<file path="config.mk">
export PLATFORM = sky130hd
export DESIGN_NAME = packet_sink
export DESIGN_NICKNAME = d
export VERILOG_FILES = /design/src/rtl/packet_pkg.sv /design/src/rtl/pkt_desc_fifo.sv /design/src/rtl/packet_sink.sv
export SDC_FILE = /design/constraint.sdc
export NUM_CORES = 2
export LEC_CHECK = 0
export ABC_CLOCK_PERIOD_IN_PS = 16500
export CAP_MARGIN = 15
export CORE_MARGIN = 1.5
export CORE_UTILIZATION = 54
export CTS_BUF_LIST = sky130_fd_sc_hd__clkbuf_16
export DETAILED_ROUTE_END_ITERATION = 7
export PLACE_DENSITY = 0.68
export SLEW_MARGIN = 10
export SYNTH_ARGS = -nofsm -noshare
export SYNTH_HDL_FRONTEND = slang
export SYNTH_MEMORY_MAX_BITS = 65536
export SYNTH_SLANG_ARGS = --single-unit
</file>
<file path="constraint.sdc">
create_clock -name CLK -period 16.5 [get_ports CLK]
set_clock_uncertainty 0.05 [all_clocks]
set_input_delay 4.95 -clock CLK [delete_from_list [all_inputs] [get_ports CLK]]
set_output_delay 4.95 -clock CLK [all_outputs]
set_load 0.01 [all_outputs]
</file>
<file path="src/rtl/packet_pkg.sv">
// Shared types and helpers for the packet sink: read FSM states, queued packet
// descriptors and the length encoding used on both the sink and read sides.
package packet_pkg;

    localparam logic [7:0] SIZE_256_CODE = 8'h00;

    // Descriptor start pointers are stored at a fixed width so the struct does not
    // depend on the buffer depth; supports buffers up to 32768 bytes.
    localparam int DESC_PTR_W = 16;

    typedef enum logic [0:0] {
        IDLE = 1'b0,
        SEND = 1'b1
    } rd_state_t;

    typedef struct packed {
        logic [DESC_PTR_W-1:0] start;
        logic [7:0]            len;
    } desc_t;

    // One extra bit beyond the index distinguishes a full buffer from an empty one.
    function automatic int ptr_width(input int depth);
        return $clog2(depth) + 1;
    endfunction

    function automatic logic [8:0] len_to_count(input logic [7:0] len);
        return (len == SIZE_256_CODE) ? 9'd256 : {1'b0, len};
    endfunction

endpackage

</file>
<file path="src/rtl/pkt_desc_fifo.sv">
// Synchronous FIFO of committed packet descriptors; the head entry is visible
// combinationally so the read FSM can load it without an extra cycle.
module pkt_desc_fifo
    import packet_pkg::*;
#(
    parameter int DEPTH = 8
) (
    input  logic                   CLK,
    input  logic                   RESET,
    input  logic                   push,
    input  desc_t                  push_desc,
    input  logic                   pop,
    output desc_t                  head,
    output logic                   full,
    output logic                   empty,
    output logic [$clog2(DEPTH):0] count
);

    localparam int AW = $clog2(DEPTH);

    desc_t           mem [DEPTH];
    logic [AW:0]     wr_idx_reg;
    logic [AW:0]     rd_idx_reg;
    logic            push_ok;
    logic            pop_ok;

    assign count   = wr_idx_reg - rd_idx_reg;
    assign empty   = (wr_idx_reg == rd_idx_reg);
    assign full    = (wr_idx_reg[AW] != rd_idx_reg[AW]) &&
                     (wr_idx_reg[AW-1:0] == rd_idx_reg[AW-1:0]);
    assign push_ok = push && !full;
    assign pop_ok  = pop && !empty;
    assign head    = mem[rd_idx_reg[AW-1:0]];

    always_ff @(posedge CLK) begin
        if (push_ok) begin
            mem[wr_idx_reg[AW-1:0]] <= push_desc;
        end
    end

    always_ff @(posedge CLK) begin
        if (RESET) begin
            wr_idx_reg <= '0;
            rd_idx_reg <= '0;
        end else begin
            if (push_ok) begin
                wr_idx_reg <= wr_idx_reg + 1'b1;
            end
            if (pop_ok) begin
                rd_idx_reg <= rd_idx_reg + 1'b1;
            end
        end
    end

endmodule

</file>
<file path="src/rtl/packet_sink.sv">
// Packet sink: buffers body bytes speculatively, commits or rolls back on the size
// strobe, and replays committed packets on a valid/ready port with first/last markers.
module packet_sink
    import packet_pkg::*;
#(
    parameter int BUF_DEPTH = 512,
    parameter int MAX_PKTS  = 8
) (
    input  logic                      CLK,
    input  logic                      RESET,
    input  logic [7:0]                sinkData,
    input  logic                      sinkDataValid,
    input  logic [7:0]                sinkDataSize,
    input  logic                      sinkDataSizeValid,
    output logic [7:0]                readData,
    output logic                      readValid,
    input  logic                      readReady,
    output logic                      readFirst,
    output logic                      readLast,
    output logic [7:0]                readLength,
    output logic [$clog2(MAX_PKTS):0] pktCount,
    output logic [7:0]                dropCount
);

    localparam int PTR_W = ptr_width(BUF_DEPTH);
    localparam int AW    = PTR_W - 1;

    logic [7:0]       byte_mem [BUF_DEPTH];

    logic [PTR_W-1:0] wr_ptr_reg;
    logic [PTR_W-1:0] cmt_ptr_reg;
    logic [PTR_W-1:0] rd_ptr_reg;
    logic [8:0]       cnt_reg;
    logic             ovf_reg;
    logic [7:0]       drop_count_reg;

    rd_state_t        state_reg;
    logic [8:0]       rem_reg;
    logic [7:0]       read_length_reg;

    logic             space_ok;
    logic             byte_wr;
    logic [8:0]       cnt_next;
    logic             ovf_next;
    logic [PTR_W-1:0] wr_ptr_next;
    logic             commit;
    logic             drop;

    desc_t            push_desc;
    desc_t            desc_head;
    logic             desc_full;
    logic             desc_empty;
    logic             desc_pop;

    logic             sending;
    logic             accept;
    logic             last_byte;

    // ---------------- write side ----------------
    // rdPtr marks the oldest byte still owned by the reader, so it bounds free space.
    assign space_ok    = (wr_ptr_reg - rd_ptr_reg) < PTR_W'(BUF_DEPTH);
    assign byte_wr     = sinkDataValid && space_ok;
    assign cnt_next    = (sinkDataValid && cnt_reg != '1) ? cnt_reg + 9'd1 : cnt_reg;
    assign ovf_next    = ovf_reg || (sinkDataValid && !space_ok);
    assign wr_ptr_next = wr_ptr_reg + PTR_W'(byte_wr);

    // A byte arriving with the strobe is counted before the length check.
    assign commit = sinkDataSizeValid && !ovf_next && !desc_full &&
                    (cnt_next == len_to_count(sinkDataSize));
    assign drop   = sinkDataSizeValid && !commit;

    assign push_desc = '{start: DESC_PTR_W'(cmt_ptr_reg), len: sinkDataSize};

    always_ff @(posedge CLK) begin
        if (byte_wr) begin
            byte_mem[wr_ptr_reg[AW-1:0]] <= sinkData;
        end
    end

    always_ff @(posedge CLK) begin
        if (RESET) begin
            wr_ptr_reg     <= '0;
            cmt_ptr_reg    <= '0;
            cnt_reg        <= '0;
            ovf_reg        <= 1'b0;
            drop_count_reg <= '0;
        end else if (sinkDataSizeValid) begin
            cnt_reg <= '0;
            ovf_reg <= 1'b0;
            if (commit) begin
                wr_ptr_reg  <= wr_ptr_next;
                cmt_ptr_reg <= wr_ptr_next;
            end else begin
                wr_ptr_reg <= cmt_ptr_reg;
                if (drop_count_reg != 8'hFF) begin
                    drop_count_reg <= drop_count_reg + 8'd1;
                end
            end
        end else begin
            wr_ptr_reg <= wr_ptr_next;
            cnt_reg    <= cnt_next;
            ovf_reg    <= ovf_next;
        end
    end

    pkt_desc_fifo #(
        .DEPTH (MAX_PKTS)
    ) u_desc_fifo (
        .CLK       (CLK),
        .RESET     (RESET),
        .push      (commit),
        .push_desc (push_desc),
        .pop       (desc_pop),
        .head      (desc_head),
        .full      (desc_full),
        .empty     (desc_empty),
        .count     (pktCount)
    );

    // ---------------- read side ----------------
    assign sending   = (state_reg == SEND);
    assign accept    = sending && readReady;
    assign last_byte = (rem_reg == 9'd1);
    assign desc_pop  = accept && last_byte;

    always_ff @(posedge CLK) begin
        if (RESET) begin
            state_reg       <= IDLE;
            rd_ptr_reg      <= '0;
            rem_reg         <= '0;
            read_length_reg <= '0;
        end else begin
            case (state_reg)
                IDLE: begin
                    if (!desc_empty) begin
                        rd_ptr_reg      <= PTR_W'(desc_head.start);
                        rem_reg         <= len_to_count(desc_head.len);
                        read_length_reg <= desc_head.len;
                        state_reg       <= SEND;
                    end
                end
                SEND: begin
                    if (accept) begin
                        rd_ptr_reg <= rd_ptr_reg + 1'b1;
                        rem_reg    <= rem_reg - 9'd1;
                        if (last_byte) begin
                            state_reg <= IDLE;
                        end
                    end
                end
                default: state_reg <= IDLE;
            endcase
        end
    end

    assign readValid  = sending;
    assign readData   = sending ? byte_mem[rd_ptr_reg[AW-1:0]] : 8'h00;
    assign readFirst  = sending && (rem_reg == len_to_count(read_length_reg));
    assign readLast   = sending && last_byte;
    assign readLength = read_length_reg;
    assign dropCount  = drop_count_reg;

endmodule

</file>
; ---- Word level (Yosys, flattened, before mapping)
; Memories as Yosys holds them, arrays and structs flattened. A register that Yosys moved wholly into a read port is not among the register bits.
; Index checks and enable logic that the tools add are counted.
[op_classes]
order_cmp = 1
bitwise_logic = 3
n_addsub = 9
n_reduce_logical = 25
eq_ne = 10
mux = 25
[op_table]
columns = operator, count
row1 = 9-bit two-way mux, 8
row2 = 10-bit two-way mux, 4
row3 = 8-bit logical NOT, 3
row4 = 10-bit case mux with 2 select lines, 1
row5 = 9-bit equality test, 2
row6 = 9-bit case mux with 2 select lines, 1
row7 = 1-bit logical AND, 13
row8 = 10-bit by 1-bit adder with 10-bit output, 1
row9 = "10-bit by 1-bit adder with 10-bit output, second input constant", 1
row10 = "10-bit < comparator, second input constant", 1
row11 = 10-bit subtractor, 1
row12 = "9-bit by 1-bit adder with 9-bit output, second input constant", 1
row13 = "9-bit by 1-bit equality test with 1-bit output, second input constant", 1
row14 = "9-bit inequality test, second input constant", 1
row15 = "9-bit by 1-bit subtractor with 9-bit output, second input constant", 1
row16 = "4-bit by 1-bit adder with 4-bit output, second input constant", 2
row17 = "8-bit by 1-bit adder with 8-bit output, second input constant", 1
row18 = 8-bit two-way mux, 1
row19 = "8-bit inequality test, second input constant", 1
row20 = 1-bit two-way mux, 7
row21 = 3-bit two-way mux, 2
row22 = 4-bit equality test, 1
row23 = 1-bit logical NOT, 4
row24 = 2-bit AND reduction, 2
row25 = 10 further kinds, 12
[word_totals]
in_bits = 21
output_inout_bits = 31
n_memories = 2
ff_bits = 74
wordCells = 86
mem_bits_rw = 4240
[mem_list]
columns = memory, depth, width, read_ports, rd_ports_with_merged_regs, wr, line
row1 = byte_mem, 512, 8, 1, 1, 1, packet_sink.sv:28  ; logic [7:0] byte_mem [BUF_DEPTH];
row2 = u_desc_fifo.mem, 8, 18, 1, 1, 1, pkt_desc_fifo.sv:21  ; desc_t mem [DEPTH];

; ---- Depth between registers and ports, before layout
[logic_depth]
ltp_word = 12
mapped_depth = 16
mapped_depth_nobuf = 15

; ---- Hierarchy
; From an unflattened synthesis, not the netlist that was laid out.
[hier_totals]
hier_cells = 8235
hier_area_um2 = 170537.3
[by_module_without_submodules]
columns = module, seq_area_each_um2, cells_per_inst, area_per_inst_um2, n_inst
row1 = packet_sink, 124499.4, 7884, 162649.7, 1
row2 = pkt_desc_fifo, 5985.7, 351, 7887.6, 1

; ---- Worst setup path after synthesis
; No wires, ideal clock.
[synth_path]
path_kind = input-to-reg
from = input sinkDataValid
to = memory u_desc_fifo.mem[4][0] in the netlist's numbering (enable)
stages = 8
path_buffers = 1
arrival_time_ps = 8220
setup_slack_ps = 7784
cell_sequence = and4b_1 buf_2 nand4_1 a21boi_1 nand4_1 nor4b_1 nand3b_1 nor4b_1
[synth_via]
elab_chain_cells = 9
[synth_lines]
columns = item, line
row1 = from (decl), packet_sink.sv:12  ; input logic sinkDataValid,
row2 = "parallel branches: the longest is 5 deep, another holds 9-bit two-way mux", --
row3 = 1-bit logical AND (*), packet_sink.sv:68  ; assign commit = sinkDataSizeValid && !ovf_next && !desc_full &&
row4 = 1-bit logical AND (*), pkt_desc_fifo.sv:31  ; assign push_ok = push && !full;
row5 = 1-bit two-way mux (*), pkt_desc_fifo.sv:36  ; if (push_ok) begin
row6 = 1-bit two-way mux (implied by the code) (*), pkt_desc_fifo.sv:37  ; mem[wr_idx_reg[AW-1:0]] <= push_desc;
row7 = to (decl), pkt_desc_fifo.sv:21
; Mark *: on every way between the ends.

==> results by stage <==
Power and ir drop:
- The total power draw is 0.0218 W.
- The largest voltage drop on the vdd net is 91.2 uV.
- Summed over all cells, the static leakage comes to 57.5 nW.
- The power per cell area is 115 nW/um^2.

Synthesis:
- The area fraction in and, or, nand and nor cells after synthesis is 0.0379.
- The biggest area contributor in the post-synthesis netlist is sky130_fd_sc_hd__edfxtp_1.
- For this run, the number of Yosys warnings is 0.
- Synthesis instantiated 83 different standard cells from the library.
- In the synthesized netlist, the number of instances is 8440.
- By count the netlist is led by sky130_fd_sc_hd__edfxtp_1 (4240), sky130_fd_sc_hd__mux4_2 (846), sky130_fd_sc_hd__nor3_1 (643), sky130_fd_sc_hd__mux2i_1 (466), sky130_fd_sc_hd__clkbuf_1 (288).
- After synthesis, the share of flip-flops with an asynchronous set or reset is 0.
- Of the total synthesized cell area, the portion taken by full adders, half adders and majority gates is 0.00168.
- Yosys mapped a number of flops with a built-in enable equal to 4240.
- The synthesized flop and latch total is 4326.
- The post-synth net total is 8483.
- The share of cell area taken by muxes after synthesis is 0.142.
- Yosys instantiated no cell more often than sky130_fd_sc_hd__edfxtp_1.
- Sorting the synthesized cells by area gives the leading types as sky130_fd_sc_hd__edfxtp_1 (75%), sky130_fd_sc_hd__mux4_2 (11%), sky130_fd_sc_hd__mux2i_1 (2.8%).
- The most used flip-flop cell after synthesis is sky130_fd_sc_hd__edfxtp_1.
- The area share of the largest cell type after synthesis is 0.755.
- The compound-cell area share of the yosys netlist is 0.0336.
- The largest family of logic cells by synthesized area is multiplexers.
- Of the synthesized area, sequential elements account for 0.765.
- In this run the cell area of the synthesized design comes to 169000 sq um.
- The xor/xnor cell area share of the yosys netlist is 0.00233.
- A synthesized cell averages 20.0 sq um.

Setup path:
- The sort of element at the end of the critical path is an output port.
- The worst path arrival time is 7.34 ns.
- For the worst setup path, the data required time is 11.50 ns.
- The category of the critical setup timing path is flop to output port.
- The cell depth of the worst flop-to-flop path is 10.
- The endpoint identified for the worst register-to-register timing path is byte_mem[111][6].
- The startpoint identified for the worst register-to-register timing path is wr_ptr_reg[2].
- The critical path startpoint category is a flop.
- The reg2reg setup slack is 11.09 ns.
- Along the worst path, the maximum fanout reaches 94.

CTS:
- The root buffer cell chosen for the clock tree is sky130_fd_sc_hd__clkbuf_16.
- The clock net in this run drives a total of 4326 sinks.
- The clock slew at the register clock pins of the worst setup and hold paths is 0.06 ns.
- No sink is reached through more buffers than the 4 on the longest clock path.
- The setup fix buffers added after clock tree synthesis is 0.
- Counting the buffers created by CTS gives 420.
- The level count of the clock H-tree is 5.
- TritonCTS built the clock tree.
- The later-pin clock latency in the skew report is 0.96 ns.
- The number of hold buffers added after CTS was 0.
- The post-cts repair resize count is 0.

Global routing:
- The global-route wire length before repair is 621000 um.
- The number of global-route vias before repair was 87542.
- The number of antenna violations at the first check in global routing is 16.
- The global route total overflow is 0.
- In the global route stage, overall resource usage came out at 0.271.
- Entering global routing, the biggest net connects 167 pins.

Die:
- The chip width is 562 um.
- The row count is 205.
- The core region is 311000 sq um.
- The area enclosed by the die boundary is 316000 sq um.
- The vertical die dimension is 562 um.
- 52 I/O pins were placed.
- For this configuration, the core starts out at a cell density of 0.542.

Placement:
- The placed cell area is 176000 sq um.
- Once detailed placement completed, the half-perimeter wirelength came to 258000 um.
- Buffers placed on the I/O ports in this run total 51.
- Timing analysis after detailed placement gives a worst setup slack of 4.84 ns.
- At the end of routability-driven placement, the weighted congestion stood at 0.859.

STA:
- The period utilization is 0.748.
- Static timing analysis puts the maximum clock frequency at 81.0 MHz.
- Summed over all failing endpoints, the final setup total negative slack is 0 ns.
- The final count of hold timing violations came to 0.
- The final worst setup slack is 4.16 ns.
- The time the worst path needs with I/O delays and setup is 12.34 ns.
- Hold timing on the final database bottoms out at a slack of 0.459 ns.
- The worst max-slew margin expressed relative to the limit is 0.138.
- The count of pins over their slew limit is 0.
- The total of endpoints with negative setup slack in the final report is 0.
- Setup repair after global routing left no endpoint under its margin.
- The worst-margin pin slew is 1.28 ns.

Hold path:
- The count of cells along the worst hold path is 2.
- The class of the tightest hold or removal check is flop to flop.
- The launch point of the worst hold path is u_desc_fifo.wr_idx_reg[3].
- The path with the worst hold slack has its endpoint at u_desc_fifo.wr_idx_reg[3].

Layout:
- The number of nets in the layout is 8953.
- In the final layout, the share of cells above drive strength 1 is 0.238.
- The area growth from synthesis to layout is 12.8%.
- The final design instance area without fill is 190000 sq um.
- The flip-flop count of the largest register after layout is 4096.

Run status:
- The flow ran to the end, and the final reports show no timing, DRC or antenna violations.

Drt:
- For this block, the routed nets add up to 430000 um of wire.
- The average wire per standard cell is 32.1 um.
- Using the TritonRoute via totals, the vias-per-cell ratio works out to 6.58.
- The DRC violation count after routing is 0.
- For this block, the via count after detailed routing is 88214.
- The detail route stage leaves a number of antenna-violating nets equal to 0.
- For this run, the detailed router's first-pass iteration total came to 8.
- The violation count after the first detailed-routing iteration is 11896.

Job:
- The reported max-cap violation count is 0.
==> per-stage QoR <==
step / std cells / util
final: 13406 / 0.611
after global routing: 13402 / 0.611
after CTS: 13344 / 0.609
after detailed placement: 12571 / 0.565
after global placement: 12471 / 0.563
after floorplan: 8440 / -
==> report_power, final <==
part	internal, W	switching (W)
sequential	0.0121	0.00000333
combinational	0.0000361	0.000257
clock	0.00533	0.00412
total	0.0174	0.00438
==> metal layers <==
metal	GRT usage	vias up	wire, um
li1	-	36317	-
met1	0.392	46255	168000
met2	0.417	4926	202000
met3	0.0620	706	46900
met4	0.0829	10	14000
met5	0	-	80
==> cells in the final DEF (no fill, tap or decap), types with 18 or more instances in the layout <==
| master | count |
|---|---|
| sky130_fd_sc_hd__a22oi_1 | 123 |
| sky130_fd_sc_hd__o21ai_0 | 101 |
| sky130_fd_sc_hd__bufinv_16 | 40 |
| sky130_fd_sc_hd__o22ai_1 | 221 |
| sky130_fd_sc_hd__buf_2 | 99 |
| sky130_fd_sc_hd__clkinv_2 | 80 |
| sky130_fd_sc_hd__nor2_1 | 126 |
| sky130_fd_sc_hd__nor3_1 | 521 |
| sky130_fd_sc_hd__xnor2_1 | 22 |
| sky130_fd_sc_hd__edfxtp_1 | 4240 |
| sky130_fd_sc_hd__clkbuf_16 | 427 |
| sky130_fd_sc_hd__o221ai_1 | 71 |
| sky130_fd_sc_hd__dfxtp_1 | 78 |
| sky130_fd_sc_hd__mux2_2 | 20 |
| sky130_fd_sc_hd__clkdlybuf4s50_1 | 42 |
| sky130_fd_sc_hd__inv_1 | 110 |
| sky130_fd_sc_hd__clkinvlp_4 | 20 |
| sky130_fd_sc_hd__a21oi_1 | 115 |
| sky130_fd_sc_hd__nand2_1 | 190 |
| sky130_fd_sc_hd__mux4_2 | 846 |
| sky130_fd_sc_hd__ha_1 | 21 |
| sky130_fd_sc_hd__nor3_2 | 122 |
| sky130_fd_sc_hd__a311oi_1 | 18 |
| sky130_fd_sc_hd__mux2i_1 | 466 |
| sky130_fd_sc_hd__a211oi_1 | 47 |
| sky130_fd_sc_hd__a221oi_1 | 45 |
| sky130_fd_sc_hd__nand3_1 | 116 |
| sky130_fd_sc_hd__clkinv_1 | 98 |
| sky130_fd_sc_hd__nor4_1 | 40 |
| sky130_fd_sc_hd__buf_4 | 436 |
| sky130_fd_sc_hd__nand4_1 | 27 |
==> critical path, cell delays in order (launching register included) <==
cell	delay, ns
sky130_fd_sc_hd__dfxtp_4	0.91
sky130_fd_sc_hd__buf_12	0.58
sky130_fd_sc_hd__buf_4	0.63
sky130_fd_sc_hd__buf_12	0.58
sky130_fd_sc_hd__mux4_2	0.40
sky130_fd_sc_hd__a22oi_1	0.13
sky130_fd_sc_hd__a21oi_1	0.32
sky130_fd_sc_hd__a2111oi_0	0.19
sky130_fd_sc_hd__buf_4	0.20
sky130_fd_sc_hd__nor4_1	0.82
sky130_fd_sc_hd__buf_4	0.25
sky130_fd_sc_hd__nor2_1	0.05
sky130_fd_sc_hd__o211ai_1	0.35
sky130_fd_sc_hd__clkdlybuf4s50_1	0.63
==> worst max-delay path by stage <==
stage | from | to | slack [ns] | cells after the start
2_1_floorplan | sinkDataValid | u_desc_fifo.mem[4][0] | 7.78 | 8
3_3_place_gp | flop | readData[5] | 4.45 | 9
3_5_place_dp | flop | readData[7] | 4.84 | 13
4_1_cts | flop | readData[7] | 3.84 | 13
5_1_grt | flop | readData[7] | 3.75 | 13
6_report | flop | readData[7] | 4.16 | 13
==> kinds of logic (layout without fill, tap and decap cells) <==
| group | after synthesis | in the layout |
|---|---|---|
| xor+xnor | 40 | 40 |
| other cells | 0 | 5 |
| simple gates | 1287 | 1287 |
| compound gates | 836 | 836 |
| buf+inv | 595 | 1416 |
| fa+ha+maj | 22 | 22 |
| flops | 4326 | 4326 |
| mux | 1334 | 1334 |
==> layout make-up <==
| class | instances | area, sq um |
|---|---|---|
| Clock inverter | 346 | 2890 |
| Clock buffer | 427 | 10700 |
| Inverter | 29 | 114 |
| Antenna cell | 5 | 12.5 |
| Timing Repair Buffer | 614 | 4700 |
| Sequential cell | 4326 | 129000 |
| Multi-Input combinational cell | 3519 | 37600 |
| Fill cell | 21541 | 121000 |
| Tap cell | 4140 | 5180 |
(Power assumes the default switching activity.)
